## src/rtl/mem_port_arbiter_pkg.sv

```systemverilog
// Shared types for the memory port arbiter and its helpers.
package mem_port_arbiter_pkg;

  // Selection policy: fixed priority with starvation promotion, or rotating
  typedef enum logic {
    ARB_FIXED = 1'b0,
    ARB_RR    = 1'b1
  } arb_mode_t;

  // IDLE arbitrates, ACCESS holds one downstream transaction
  typedef enum logic {
    IDLE   = 1'b0,
    ACCESS = 1'b1
  } arb_state_t;

endpackage

```

## src/rtl/mem_port_arbiter_if.sv

```systemverilog
// Bundle of requester-side and memory-side signals around the arbiter.
interface mem_port_arbiter_if #(
  parameter int NUM_PORTS = 3,
  parameter int ADDR_W    = 32,
  parameter int DATA_W    = 32
);
  localparam int BE_W = DATA_W / 8;
  localparam int ID_W = $clog2(NUM_PORTS);

  logic [NUM_PORTS-1:0]             req_ren;
  logic [NUM_PORTS-1:0]             req_wen;
  logic [NUM_PORTS-1:0][ADDR_W-1:0] req_addr;
  logic [NUM_PORTS-1:0][DATA_W-1:0] req_wdata;
  logic [NUM_PORTS-1:0][BE_W-1:0]   req_byte_en;
  logic [NUM_PORTS-1:0]             req_lock;
  logic [NUM_PORTS-1:0]             req_busy;
  logic [DATA_W-1:0]                req_rdata;

  logic                             mem_ren;
  logic                             mem_wen;
  logic [ADDR_W-1:0]                mem_addr;
  logic [DATA_W-1:0]                mem_wdata;
  logic [BE_W-1:0]                  mem_byte_en;
  logic                             mem_busy;
  logic [DATA_W-1:0]                mem_rdata;

  logic                             grant_valid;
  logic [ID_W-1:0]                  grant_id;

  // The arbiter itself
  modport slave (
    input  req_ren, req_wen, req_addr, req_wdata, req_byte_en, req_lock,
    output req_busy, req_rdata,
    output mem_ren, mem_wen, mem_addr, mem_wdata, mem_byte_en,
    input  mem_busy, mem_rdata,
    output grant_valid, grant_id
  );

  // Whoever drives the requests and models the memory
  modport master (
    output req_ren, req_wen, req_addr, req_wdata, req_byte_en, req_lock,
    input  req_busy, req_rdata,
    input  mem_ren, mem_wen, mem_addr, mem_wdata, mem_byte_en,
    output mem_busy, mem_rdata,
    input  grant_valid, grant_id
  );

endinterface

```

## src/rtl/mem_port_arbiter_picker.sv

```systemverilog
// Rotating find-first-set: first set bit at or after 'start', wrapping.
module rr_priority_picker #(
  parameter int N  = 3,
  parameter int IW = $clog2(N)
) (
  input  logic [N-1:0]  req,
  input  logic [IW-1:0] start,
  output logic          valid,
  output logic [IW-1:0] index
);

  // Walk N positions from start, keep the first requester found
  always_comb begin
    int pos;
    valid = 1'b0;
    index = '0;
    pos   = 0;
    for (int off = 0; off < N; off++) begin
      pos = int'(start) + off;
      if (pos >= N) pos = pos - N;
      if (!valid && req[IW'(pos)]) begin
        valid = 1'b1;
        index = IW'(pos);
      end
    end
  end

endmodule

```

## src/rtl/mem_port_arbiter.sv

```systemverilog
// Merges NUM_PORTS cache-side requesters onto one memory port, with
// fixed/round-robin selection, starvation promotion and an LR/SC lock.
module mem_port_arbiter
  import mem_port_arbiter_pkg::*;
#(
  parameter int        NUM_PORTS    = 3,
  parameter int        ADDR_W       = 32,
  parameter int        DATA_W       = 32,
  parameter arb_mode_t ARB_MODE     = ARB_FIXED,
  parameter int        STARVE_LIMIT = 8,
  parameter int        LOCK_MAX     = 16
) (
  input logic               clk,
  input logic               rst,
  mem_port_arbiter_if.slave bus
);

  localparam int BE_W = DATA_W / 8;
  localparam int ID_W = $clog2(NUM_PORTS);
  localparam int SC_W = $clog2(STARVE_LIMIT + 1);
  localparam int LC_W = $clog2(LOCK_MAX + 1);

  arb_state_t state, state_next;

  logic [ID_W-1:0]                 grant_id_q;
  logic                            grant_valid_q;
  logic [ID_W-1:0]                 last_grant;
  logic                            mem_ren_q, mem_wen_q;
  logic [ADDR_W-1:0]               mem_addr_q;
  logic [DATA_W-1:0]               mem_wdata_q;
  logic [BE_W-1:0]                 mem_byte_en_q;
  logic [NUM_PORTS-1:0][SC_W-1:0]  starve_cnt;
  logic                            lock_valid;
  logic [ID_W-1:0]                 lock_owner;
  logic [LC_W-1:0]                 lock_idle_cnt;

  logic [NUM_PORTS-1:0] req_any, candidates, starved;
  logic                 lock_active;
  logic [ID_W-1:0]      rr_start;
  logic                 rr_valid, low_valid, stv_valid, win_valid;
  logic [ID_W-1:0]      rr_idx, low_idx, stv_idx, win_idx;
  logic                 do_grant, complete;
  logic [NUM_PORTS-1:0] busy_vec;
  logic [DATA_W-1:0]    rdata_out;

  // Candidate set: a live lock restricts arbitration to its owner
  always_comb begin
    req_any     = bus.req_ren | bus.req_wen;
    lock_active = lock_valid && bus.req_lock[lock_owner];
    candidates  = req_any;
    if (lock_active) begin
      candidates             = '0;
      candidates[lock_owner] = req_any[lock_owner];
    end
    for (int i = 0; i < NUM_PORTS; i++) begin
      starved[i] = candidates[i] && (starve_cnt[i] == SC_W'(STARVE_LIMIT));
    end
    rr_start = (last_grant == ID_W'(NUM_PORTS - 1)) ? '0 : last_grant + 1'b1;
  end

  rr_priority_picker #(.N(NUM_PORTS), .IW(ID_W)) u_pick_rr (
    .req(candidates), .start(rr_start), .valid(rr_valid), .index(rr_idx)
  );

  rr_priority_picker #(.N(NUM_PORTS), .IW(ID_W)) u_pick_low (
    .req(candidates), .start('0), .valid(low_valid), .index(low_idx)
  );

  rr_priority_picker #(.N(NUM_PORTS), .IW(ID_W)) u_pick_starved (
    .req(starved), .start('0), .valid(stv_valid), .index(stv_idx)
  );

  // Winner: rotating pick in RR, otherwise promoted starvers before lowest index
  always_comb begin
    win_valid = low_valid;
    win_idx   = low_idx;
    if (ARB_MODE == ARB_RR) begin
      win_valid = rr_valid;
      win_idx   = rr_idx;
    end else if (stv_valid) begin
      win_valid = 1'b1;
      win_idx   = stv_idx;
    end
  end

  // State register
  always_ff @(posedge clk or posedge rst) begin
    if (rst) state <= IDLE;
    else     state <= state_next;
  end

  // Next state plus the completion-cycle handshake back to the requesters
  always_comb begin
    state_next = state;
    do_grant   = 1'b0;
    complete   = 1'b0;
    busy_vec   = '1;
    rdata_out  = '0;
    case (state)
      IDLE: begin
        if (win_valid) begin
          do_grant   = 1'b1;
          state_next = ACCESS;
        end
      end
      ACCESS: begin
        if (!bus.mem_busy) begin
          complete             = 1'b1;
          busy_vec[grant_id_q] = 1'b0;
          rdata_out            = bus.mem_rdata;
          state_next           = IDLE;
        end
      end
      default: state_next = IDLE;
    endcase
  end

  // Latch the winner's request into the downstream registers; drop it on completion
  always_ff @(posedge clk or posedge rst) begin
    if (rst) begin
      mem_ren_q     <= 1'b0;
      mem_wen_q     <= 1'b0;
      mem_addr_q    <= '0;
      mem_wdata_q   <= '0;
      mem_byte_en_q <= '0;
      grant_valid_q <= 1'b0;
      grant_id_q    <= '0;
      last_grant    <= ID_W'(NUM_PORTS - 1);
    end else if (do_grant) begin
      mem_ren_q     <= bus.req_ren[win_idx] & ~bus.req_wen[win_idx];
      mem_wen_q     <= bus.req_wen[win_idx];
      mem_addr_q    <= bus.req_addr[win_idx];
      mem_wdata_q   <= bus.req_wdata[win_idx];
      mem_byte_en_q <= bus.req_byte_en[win_idx];
      grant_valid_q <= 1'b1;
      grant_id_q    <= win_idx;
      last_grant    <= win_idx;
    end else if (complete) begin
      mem_ren_q     <= 1'b0;
      mem_wen_q     <= 1'b0;
      grant_valid_q <= 1'b0;
    end
  end

  // Count lost arbitrations per requesting port so a waiter eventually gets promoted
  always_ff @(posedge clk or posedge rst) begin
    if (rst) begin
      starve_cnt <= '0;
    end else if (do_grant && (ARB_MODE == ARB_FIXED)) begin
      for (int i = 0; i < NUM_PORTS; i++) begin
        if (ID_W'(i) == win_idx) begin
          starve_cnt[i] <= '0;
        end else if (req_any[i] && (starve_cnt[i] < SC_W'(STARVE_LIMIT))) begin
          starve_cnt[i] <= starve_cnt[i] + 1'b1;
        end
      end
    end
  end

  // Lock ownership: taken on a locked completion, dropped when released or left idle too long
  always_ff @(posedge clk or posedge rst) begin
    if (rst) begin
      lock_valid    <= 1'b0;
      lock_owner    <= '0;
      lock_idle_cnt <= '0;
    end else if (complete && bus.req_lock[grant_id_q]) begin
      lock_valid    <= 1'b1;
      lock_owner    <= grant_id_q;
      lock_idle_cnt <= '0;
    end else if ((state == IDLE) && lock_valid) begin
      if (!bus.req_lock[lock_owner]) begin
        lock_valid    <= 1'b0;
        lock_idle_cnt <= '0;
      end else if (req_any[lock_owner]) begin
        lock_idle_cnt <= '0;
      end else if (lock_idle_cnt == LC_W'(LOCK_MAX - 1)) begin
        lock_valid    <= 1'b0;
        lock_idle_cnt <= '0;
      end else begin
        lock_idle_cnt <= lock_idle_cnt + 1'b1;
      end
    end
  end

  assign bus.req_busy    = busy_vec;
  assign bus.req_rdata   = rdata_out;
  assign bus.mem_ren     = mem_ren_q;
  assign bus.mem_wen     = mem_wen_q;
  assign bus.mem_addr    = mem_addr_q;
  assign bus.mem_wdata   = mem_wdata_q;
  assign bus.mem_byte_en = mem_byte_en_q;
  assign bus.grant_valid = grant_valid_q;
  assign bus.grant_id    = grant_id_q;

endmodule

```

## src/flat_wrapper.sv

```systemverilog
// flat-port wrapper written by rule: the top's interface ports become plain ports
module mem_port_arbiter_flat import mem_port_arbiter_pkg::*;
#(
  parameter int        NUM_PORTS    = 3,
  parameter int        ADDR_W       = 32,
  parameter int        DATA_W       = 32,
  parameter arb_mode_t ARB_MODE     = ARB_FIXED,
  parameter int        STARVE_LIMIT = 8,
  parameter int        LOCK_MAX     = 16
)
  (clk, rst, bus_req_ren, bus_req_wen, bus_req_addr, bus_req_wdata, bus_req_byte_en, bus_req_lock, bus_req_busy, bus_req_rdata, bus_mem_ren, bus_mem_wen, bus_mem_addr, bus_mem_wdata, bus_mem_byte_en, bus_mem_busy, bus_mem_rdata, bus_grant_valid, bus_grant_id);
  mem_port_arbiter_if #(.NUM_PORTS(NUM_PORTS), .ADDR_W(ADDR_W), .DATA_W(DATA_W)) bus_i ();
  input logic clk;
  input logic rst;
  input wire logic [$bits(bus_i.req_ren)-1:0] bus_req_ren;
  input wire logic [$bits(bus_i.req_wen)-1:0] bus_req_wen;
  input wire logic [$bits(bus_i.req_addr)-1:0] bus_req_addr;
  input wire logic [$bits(bus_i.req_wdata)-1:0] bus_req_wdata;
  input wire logic [$bits(bus_i.req_byte_en)-1:0] bus_req_byte_en;
  input wire logic [$bits(bus_i.req_lock)-1:0] bus_req_lock;
  output wire logic [$bits(bus_i.req_busy)-1:0] bus_req_busy;
  output wire logic [$bits(bus_i.req_rdata)-1:0] bus_req_rdata;
  output wire logic [$bits(bus_i.mem_ren)-1:0] bus_mem_ren;
  output wire logic [$bits(bus_i.mem_wen)-1:0] bus_mem_wen;
  output wire logic [$bits(bus_i.mem_addr)-1:0] bus_mem_addr;
  output wire logic [$bits(bus_i.mem_wdata)-1:0] bus_mem_wdata;
  output wire logic [$bits(bus_i.mem_byte_en)-1:0] bus_mem_byte_en;
  input wire logic [$bits(bus_i.mem_busy)-1:0] bus_mem_busy;
  input wire logic [$bits(bus_i.mem_rdata)-1:0] bus_mem_rdata;
  output wire logic [$bits(bus_i.grant_valid)-1:0] bus_grant_valid;
  output wire logic [$bits(bus_i.grant_id)-1:0] bus_grant_id;
  assign bus_i.req_ren = bus_req_ren;
  assign bus_i.req_wen = bus_req_wen;
  assign bus_i.req_addr = bus_req_addr;
  assign bus_i.req_wdata = bus_req_wdata;
  assign bus_i.req_byte_en = bus_req_byte_en;
  assign bus_i.req_lock = bus_req_lock;
  assign bus_req_busy = bus_i.req_busy;
  assign bus_req_rdata = bus_i.req_rdata;
  assign bus_mem_ren = bus_i.mem_ren;
  assign bus_mem_wen = bus_i.mem_wen;
  assign bus_mem_addr = bus_i.mem_addr;
  assign bus_mem_wdata = bus_i.mem_wdata;
  assign bus_mem_byte_en = bus_i.mem_byte_en;
  assign bus_i.mem_busy = bus_mem_busy;
  assign bus_i.mem_rdata = bus_mem_rdata;
  assign bus_grant_valid = bus_i.grant_valid;
  assign bus_grant_id = bus_i.grant_id;
  mem_port_arbiter #(.NUM_PORTS(NUM_PORTS), .ADDR_W(ADDR_W), .DATA_W(DATA_W), .ARB_MODE(ARB_MODE), .STARVE_LIMIT(STARVE_LIMIT), .LOCK_MAX(LOCK_MAX)) u_core (.clk(clk), .rst(rst), .bus(bus_i));
endmodule
```

## config.mk

```make
export PLATFORM = sky130hd
export DESIGN_NAME = mem_port_arbiter_flat
export DESIGN_NICKNAME = d
export VERILOG_FILES = /design/src/rtl/mem_port_arbiter_pkg.sv /design/src/rtl/mem_port_arbiter_if.sv /design/src/rtl/mem_port_arbiter_picker.sv /design/src/rtl/mem_port_arbiter.sv /design/src/flat_wrapper.sv
export SDC_FILE = /design/constraint.sdc
export NUM_CORES = 1
export LEC_CHECK = 0
export CAP_MARGIN = 30
export CORE_AREA = 5 5 133 135
export DETAILED_ROUTE_END_ITERATION = 12
export DIE_AREA = 0 0 138 140
export GPL_TIMING_DRIVEN = 0
export PLACE_DENSITY = 0.76
export SLEW_MARGIN = 20
export SYNTH_ARGS = -nofsm -noshare
export SYNTH_HDL_FRONTEND = slang
export SYNTH_SLANG_ARGS = --single-unit
```

## constraint.sdc

```tcl
create_clock -name clk -period 5.55 [get_ports clk]
set_clock_uncertainty 0.15 [all_clocks]
set_input_delay 1.11 -clock clk [delete_from_list [all_inputs] [get_ports clk]]
set_output_delay 1.11 -clock clk [all_outputs]
set_load 0.02 [all_outputs]
```

; ---- Word level (Yosys, flattened, before mapping)
; Index checks and enable logic that the tools add are counted.
[word_totals]
romBits = 0
register_bits = 90
ram_bits = 0
elab_cells = 113
latchBits = 0
inputBits = 248
n_memories = 0
[classes]
magnitude_cmp = 7
mul = 0
reduce_logical = 21
mux = 57
n_eq_ne = 6
n_div = 0
n_addsub = 3
n_bitwise = 6
shift = 0
[op_table]
columns = op, count
row1 = $bmux 32 s2, 2
row2 = $mux 32, 4
row3 = $mux 1, 29
row4 = $mux 5, 5
row5 = $mux 4, 5
row6 = $logic_and 1x1->1, 11
row7 = $bmux 1 s2, 5
row8 = $add 4x1->4 const B, 2
row9 = $bmux 4 s2, 1
row10 = $eq 4x4->1 const B, 2
row11 = $lt 4x4->1 const B, 2
row12 = $reduce_bool 2->1, 4
row13 = $lt 2x3->1 const B, 2
row14 = $mux 3, 2
row15 = $ne 3x2->1 const B, 2
row16 = $add 5x1->5 const B, 1
row17 = $eq 5x4->1 const B, 1
row18 = $demux 1 s2, 2
row19 = $ge 2x1->1 const B, 2
row20 = $reduce_and 2->1, 2
row21 = $lt 1x3->1 const B, 1
row22 = $not 3->3, 1
row23 = $or 3x3->3, 1
row24 = $reduce_and 3->1, 1
row25 = other kinds (8), 10

; ---- Longest topological paths before layout
; Gate-level depths: netlist (run 1).
[depth]
depth_word = 17
depth_mapped = 8

; ---- Modules after synthesis
; A second synthesis (run 1) with hierarchy kept.
[hier_totals]
cells_unflattened = 794
area_unflattened_um2 = 5954.5
[modules_own_cells]
columns = mod, cells_each, seq_area_each_um2, area_each_um2, instances
row1 = mem_port_arbiter, 730, 2352.3, 5451.5, 1
row2 = rr_priority_picker, 32, 0.0, 251.5, 2

; ---- Worst setup path before layout (run 1)
; No wires, ideal clock.
[synth_timing]
path_kind = input-to-output
from = in bus_mem_busy
to = out bus_req_rdata[10]
path_buffers = 2
cell_stages = 4
t_required_ps = 4290
slack_ps = 2165
t_arrival_ps = 2125
cell_sequence = and2b_1 > clkbuf_1 > clkbuf_1 > and2_1
[synth_via]
elab_chain_cells = 2
[synth_rtl]
columns = element, line_no
row1 = from (decl), flat_wrapper.sv:28  ; input wire logic [$bits(bus_i.mem_busy)-1:0] bus_mem_busy;
row2 = $mux 32, mem_port_arbiter.sv:107  ; if (!bus.mem_busy) begin
row3 = $mux 32, mem_port_arbiter.sv:99  ; case (state)
row4 = to (decl), flat_wrapper.sv:22  ; output wire logic [$bits(bus_i.req_rdata)-1:0] bus_req_rdata;
; No other way between the ends.

; ---- Worst setup path after layout (run 1)
[layout_timing]
from = in bus_mem_busy
to = out bus_req_rdata[15]
; The elaborated chain is that of the path after synthesis.

==> impl_metrics.ini, run 1 <==
[routing]
drc = 0
wl_per_cell_um = 17.2
drt-vias-per-instance = 4.93
ant_nets = 0
wl_mm = 18.4
drt_iter0_drc = 255
vias = 5275
drtPass1Iterations = 4

[timing]
timing.max_slew.rel_slack_pct = 46.5
worstMarginPinSlew_ns = 0.802
setup_viol = 0
drv_slew = 0
timing.setup.tns_ns = 0
rsz0062_at_grt = no
fin_crit_ns = 4.60
clock.fmax_mhz = 217
hold_viol = 0
min_period_over_period_pct = 82.9
whs_ns = 0.343

[critical_path]
cp-start-kind = primary input
required_ns = 4.29
cpMaxStageDelayCell = clkdlybuf4s50_1
setup.worst_path.end_class = primary output
crit_type = in -> out
crit_chain = clkdlybuf4s50_1 -> and2b_1 -> clkbuf_1 -> clkbuf_1 -> and2_1 -> clkdlybuf4s50_1
slowest_delay_ns = 0.62
cp_max_fo = 10
critPathArrivalTime_ns = 3.34
critPathLaunch = bus_mem_busy
r2r_start = u_core.starve_cnt[0]

[status]
outcome = finished clean

[grt]
grt_overflow = 0
grt_start_max_net_pins = 59
grt_util_all_layers_pct = 18.4
grt_pass1_wl_mm = 28.9
grt_pass1_vias = 5303
grt_antenna_before_repair = 0

[synth]
synthMuxAreaShare_pct = 0.452
seq_area_frac_synth_pct = 46.8
synth_fa_ha_area_share_pct = 1.33
yosysUniqueCellTypes = 50
syn-num-nets = 803
synth_compound_gate_area_share_pct = 30.9
synthArstFlopShare_pct = 100
synth-edff-count = 0
syn_area_sq_um = 4710
syn_inst = 550
synthTopCellsByArea = dfrtp_1 47%, a31oi_1 9.6%, a21oi_1 8.0%
synth_top_area_share_pct = 46.8
synth_top_family_by_area = compound AO/OA/AOI/OAI gates
synth_warnings = 0
synthFlopType = dfrtp_1
syn_avg_cell_area_sq_um = 8.56
synth-seq-cells = 88
yosys.area_share.simple_pct = 15.1
yosys.area.top_type = dfrtp_1
synth_xor_area_share_pct = 0

[floorplan]
core_sq_um = 16300
ios = 356
start_util_pct = 28.8
die-width_um = 138
die_height_um = 140
dieArea_sq_um = 19300
num_rows = 47

[cells_and_area]
nNetsFinal = 1099
drive_above_1_share_pct = 5.41
fillers = 1588
final_common_cell = clkdlybuf4s50_1
fin_util_pct = 49.9
final_cell_mix = 282 x clkdlybuf4s50_1, 88 x dfrtp_1, 76 x nor2_1, 75 x a21oi_1, 72 x a31oi_1
n_antenna_cell = 0
syn2layout_area_growth_pct = 73.1

[min_path]
min-delay-start = u_core.bus.grant_valid
hold_class = reg -> reg

[clocking]
cts_buffer_depth = 2
cts_root_buf = clkbuf_16
cts_buffers = 9
cts_hold_buf = 0
path_clk_slew_ns = 0.06
post_cts_resized = 0
cts_max_level = 3
cts_tree = built
clk-insertion-delay-late_ns = 0.34
clock-sinks = 88
post_cts_buffers = 0

[power]
p_leak_nw = 3.19
power_density_nw_per_um2 = 344
irDropWorstVdd_mv = 0.167

[place]
gp_congestion = 0.813
dp_hpwl_mm = 13.8
portBuffers = 282

[run]
drv_cap = 0
cells in the mapped netlist (all sizes together) (2+ instances only):
master and n:
and2 32, clkbuf 38, inv 8, a31oi 72
nand2b 2, nand3b 2, nor2b 4, nor3 4
o21ba 3, a22o 3, a21o 4, ha 5
o31ai 2, dfrtp 88, nor2 77, conb 2
nand2 11, a211o 2, nand3 4, a22oi 2
buf 14, o21ai 72, or2 2, a21oi 75
layer usage:
metal | vias up | global-route usage [%] | part of all wire, % | wire length (um)
met4 | 0 | 5.41 | 1.5 | 278
met2 | 188 | 30.6 | 48 | 8900
met1 | 2489 | 23.2 | 42 | 7770
met5 | - | 0 | 0 | 0
met3 | 21 | 5.39 | 7.7 | 1410
li1 | 2577 | - | - | -
per-stage QoR:
step           std cells  cell area [sq um]  setup slack (ns)  power [mW]
6_report            1070               8150             0.950        2.80
2_1_floorplan        550               4710              2.01        1.57
3_3_place_gp        1052               7810             0.338        2.19
5_1_grt             1070               8150             0.818        2.99
4_1_cts             1070               8150             0.931        2.83
3_5_place_dp        1055               7860             0.939        2.22
final timing paths:
check	slack [ns]	endpoint	cells past startpoint
worst min register to register	0.34	u_core.bus.grant_valid	2
max in group asynchronous	3.69	u_core.bus.mem_wdata[20]	3
worst max-delay path	0.95	bus_req_rdata[15]	6
worst max register to register	3.08	u_core.bus.mem_wdata[30]	8
worst min-delay path	0.34	u_core.bus.grant_valid	2
min in group asynchronous	0.97	u_core.bus.mem_addr[12]	2
state kept, by name, summed over array words and instances (netlist names), 4 cells and up:
name and flops:
u_core.starve_cnt 8, u_core.bus.mem_addr 32, u_core.lock_idle_cnt 5, u_core.bus.mem_wdata 32
u_core.bus.mem_byte_en 4
where the power goes:
part / switching [mW] / internal [mW] / leakage [nW] / total [mW]
Clock: 0.251 / 0.350 / 0.144 / 0.600
Combinational: 0.704 / 0.586 / 2.03 / 1.29
Sequential: 0.102 / 0.809 / 1.02 / 0.912
Total: 1.06 / 1.74 / 3.19 / 2.80
critical path, delay by kind of cell:
| kind | cells | cell delay (ns) |
|---|---|---|
| buf+inv | 4 | 1.68 |
| simple gates | 2 | 0.55 |
cell families after synthesis:
logic type | Yosys count
flip-flops | 88
AND/OR/NAND/NOR | 147
buffers and inverters | 60
multiplexers | 2
adder cells (fa/ha/maj) | 5
other | 2
AO/OA/AOI/OAI | 246
final cells by class:
class / count / area, sq um / share of cell area (%)
buffer: 52 / 220 / 2.70
timing repair buffer: 285 / 2870 / 35.2
inverter: 8 / 35.0 / 0.430
clock inverter: 2 / 12.5 / 0.153
multi-input combinational: 402 / 2260 / 27.7
clock buffer: 13 / 280 / 3.44
sequential: 88 / 2200 / 27.0
tap: 220 / 275 / 3.38
(Power assumes the default switching activity.)
==> run 2, diff against run 1 <==
PLACE_DENSITY = 0.78   (was 0.76)
clock period = 4.2 ns   (was 5.55 ns; I/O delays follow)
==> impl_metrics.ini, run 2 (same netlist as run 1, synthesis figures left out) <==
[run]
drv_cap = 0

[timing]
worst_slack_ns = 0.153
min_period_over_period_pct = 96.4
rsz0062_at_grt = no
clock.fmax_mhz = 247
whs_ns = 0.341
fin_crit_ns = 4.05
setup_viol = 0
drv_slew = 0
hold_viol = 0
timing.max_slew.rel_slack_pct = 47.8
worstMarginPinSlew_ns = 0.783

[floorplan]
dieArea_sq_um = 19300
die-width_um = 138
num_rows = 47
ios = 356
start_util_pct = 28.8
core_sq_um = 16300
die_height_um = 140

[grt]
grt_antenna_before_repair = 0
grt_start_max_net_pins = 56
grt_overflow = 0
grt_util_all_layers_pct = 18.3
grt_pass1_wl_mm = 29.0
grt_pass1_vias = 5388

[place]
gp_congestion = 0.816
postPlaceCellArea_sq_um = 7860
portBuffers = 282
dp_hpwl_mm = 14.1
dp_slack_ns = 0.139

[cells_and_area]
nNetsFinal = 1099
syn2layout_area_growth_pct = 73.2
design_area_sq_um = 8160
final_common_cell = clkdlybuf4s50_1
n_antenna_cell = 0
final_cell_mix = 282 x clkdlybuf4s50_1, 88 x dfrtp_1, 76 x nor2_1, 75 x a21oi_1, 72 x a31oi_1
fin_util_pct = 49.9
drive_above_1_share_pct = 5.29

[routing]
drc = 0
ant_nets = 0
wl_per_cell_um = 17.4
vias = 5325
drtPass1Iterations = 4
drt_iter0_drc = 332
wl_mm = 18.7
drt-vias-per-instance = 4.97

[clocking]
cts_buffers = 9
post_cts_buffers = 0
cts_root_buf = clkbuf_16
cts_tree = built
path_clk_slew_ns = 0.06
clk-insertion-delay-late_ns = 0.34
cts_max_level = 3
cts_hold_buf = 0
cts_buffer_depth = 2
post_cts_resized = 0
clock-sinks = 88

[critical_path]
r2r-end = u_core.bus.mem_addr[22]
critPathArrivalTime_ns = 3.06
required_ns = 3.21
crit_type = in -> out
ff2ff_setup_slack_ns = 1.81
r2r_start = u_core.starve_cnt[0]
cp-start-kind = primary input
cp_max_fo = 10
worstRegToRegCells = 8
setup.worst_path.end_class = primary output

[min_path]
hold_class = reg -> reg
min_to = u_core.bus.grant_valid
min-delay-start = u_core.bus.grant_valid
hold_depth = 2

[power]
power_density_nw_per_um2 = 459
irDropWorstVdd_mv = 0.190
total_power_mw = 3.74
p_leak_nw = 3.20

[status]
outcome = finished clean
[run 2: cell types whose count changed in the layout (fill, tap and decap cells not counted)]
cell,change
buf_4,+1
buf_6,-1
bufinv_16,+1
clkbuf_1,+2
clkbuf_8,-2
clkinv_2,+1
clkinvlp_4,-1
[run 2: final cells by class]
type                    instances  area (sq um)
flip-flops and latches         88          2200
clock buffers                  13           260
repair buffers                285          2870
inverters                       8          35.0
plain buffers                  52           220
clock inverters                 3          40.0
fillers                      1595          8190
multi-input cells             402          2260
well taps                     220           275
[run 2: critical path, stage by stage]
cell and delay, ns:
clkdlybuf4s50_1 0.41, and2b_1 0.33, clkbuf_1 0.34, clkbuf_1 0.32
and2_1 0.20, clkdlybuf4s50_1 0.62
[run 2: through the flow]
stage          setup TNS (ns)  instances
6_report                    0       1071
5_1_grt                     0       1071
4_1_cts                     0       1071
3_5_place_dp                0       1055
3_3_place_gp           -64.09       1052
2_1_floorplan               0        550
[run 2: routing by layer]
layer	vias to the layer above	part of all wire [%]	track usage [%]	wire, um
li1	2570	-	-	-
met5	-	0	0	0
met1	2513	43	23.8	8010
met2	212	48	29.8	8910
met3	30	7.2	4.98	1350
met4	0	2.1	5.77	398
[run 2: worst max-delay path by stage]
stage	from	endpoint	slack, ns	depth (start not counted)
6_report	bus_mem_busy	bus_req_rdata[14]	0.15	6
5_1_grt	bus_mem_busy	bus_req_rdata[14]	0.03	6
4_1_cts	bus_mem_busy	bus_req_rdata[14]	0.14	6
3_5_place_dp	bus_mem_busy	bus_req_rdata[14]	0.14	6
3_3_place_gp	rst	u_core.bus.mem_wdata[20]	-0.73	2
2_1_floorplan	rst	u_core.bus.grant_id[0]	0.93	1
[run 2: power by group]
| group | switching, mW | internal, mW | total, mW |
|---|---|---|---|
| clock network | 0.336 | 0.493 | 0.829 |
| registers | 0.137 | 1.07 | 1.21 |
| logic | 0.934 | 0.774 | 1.71 |
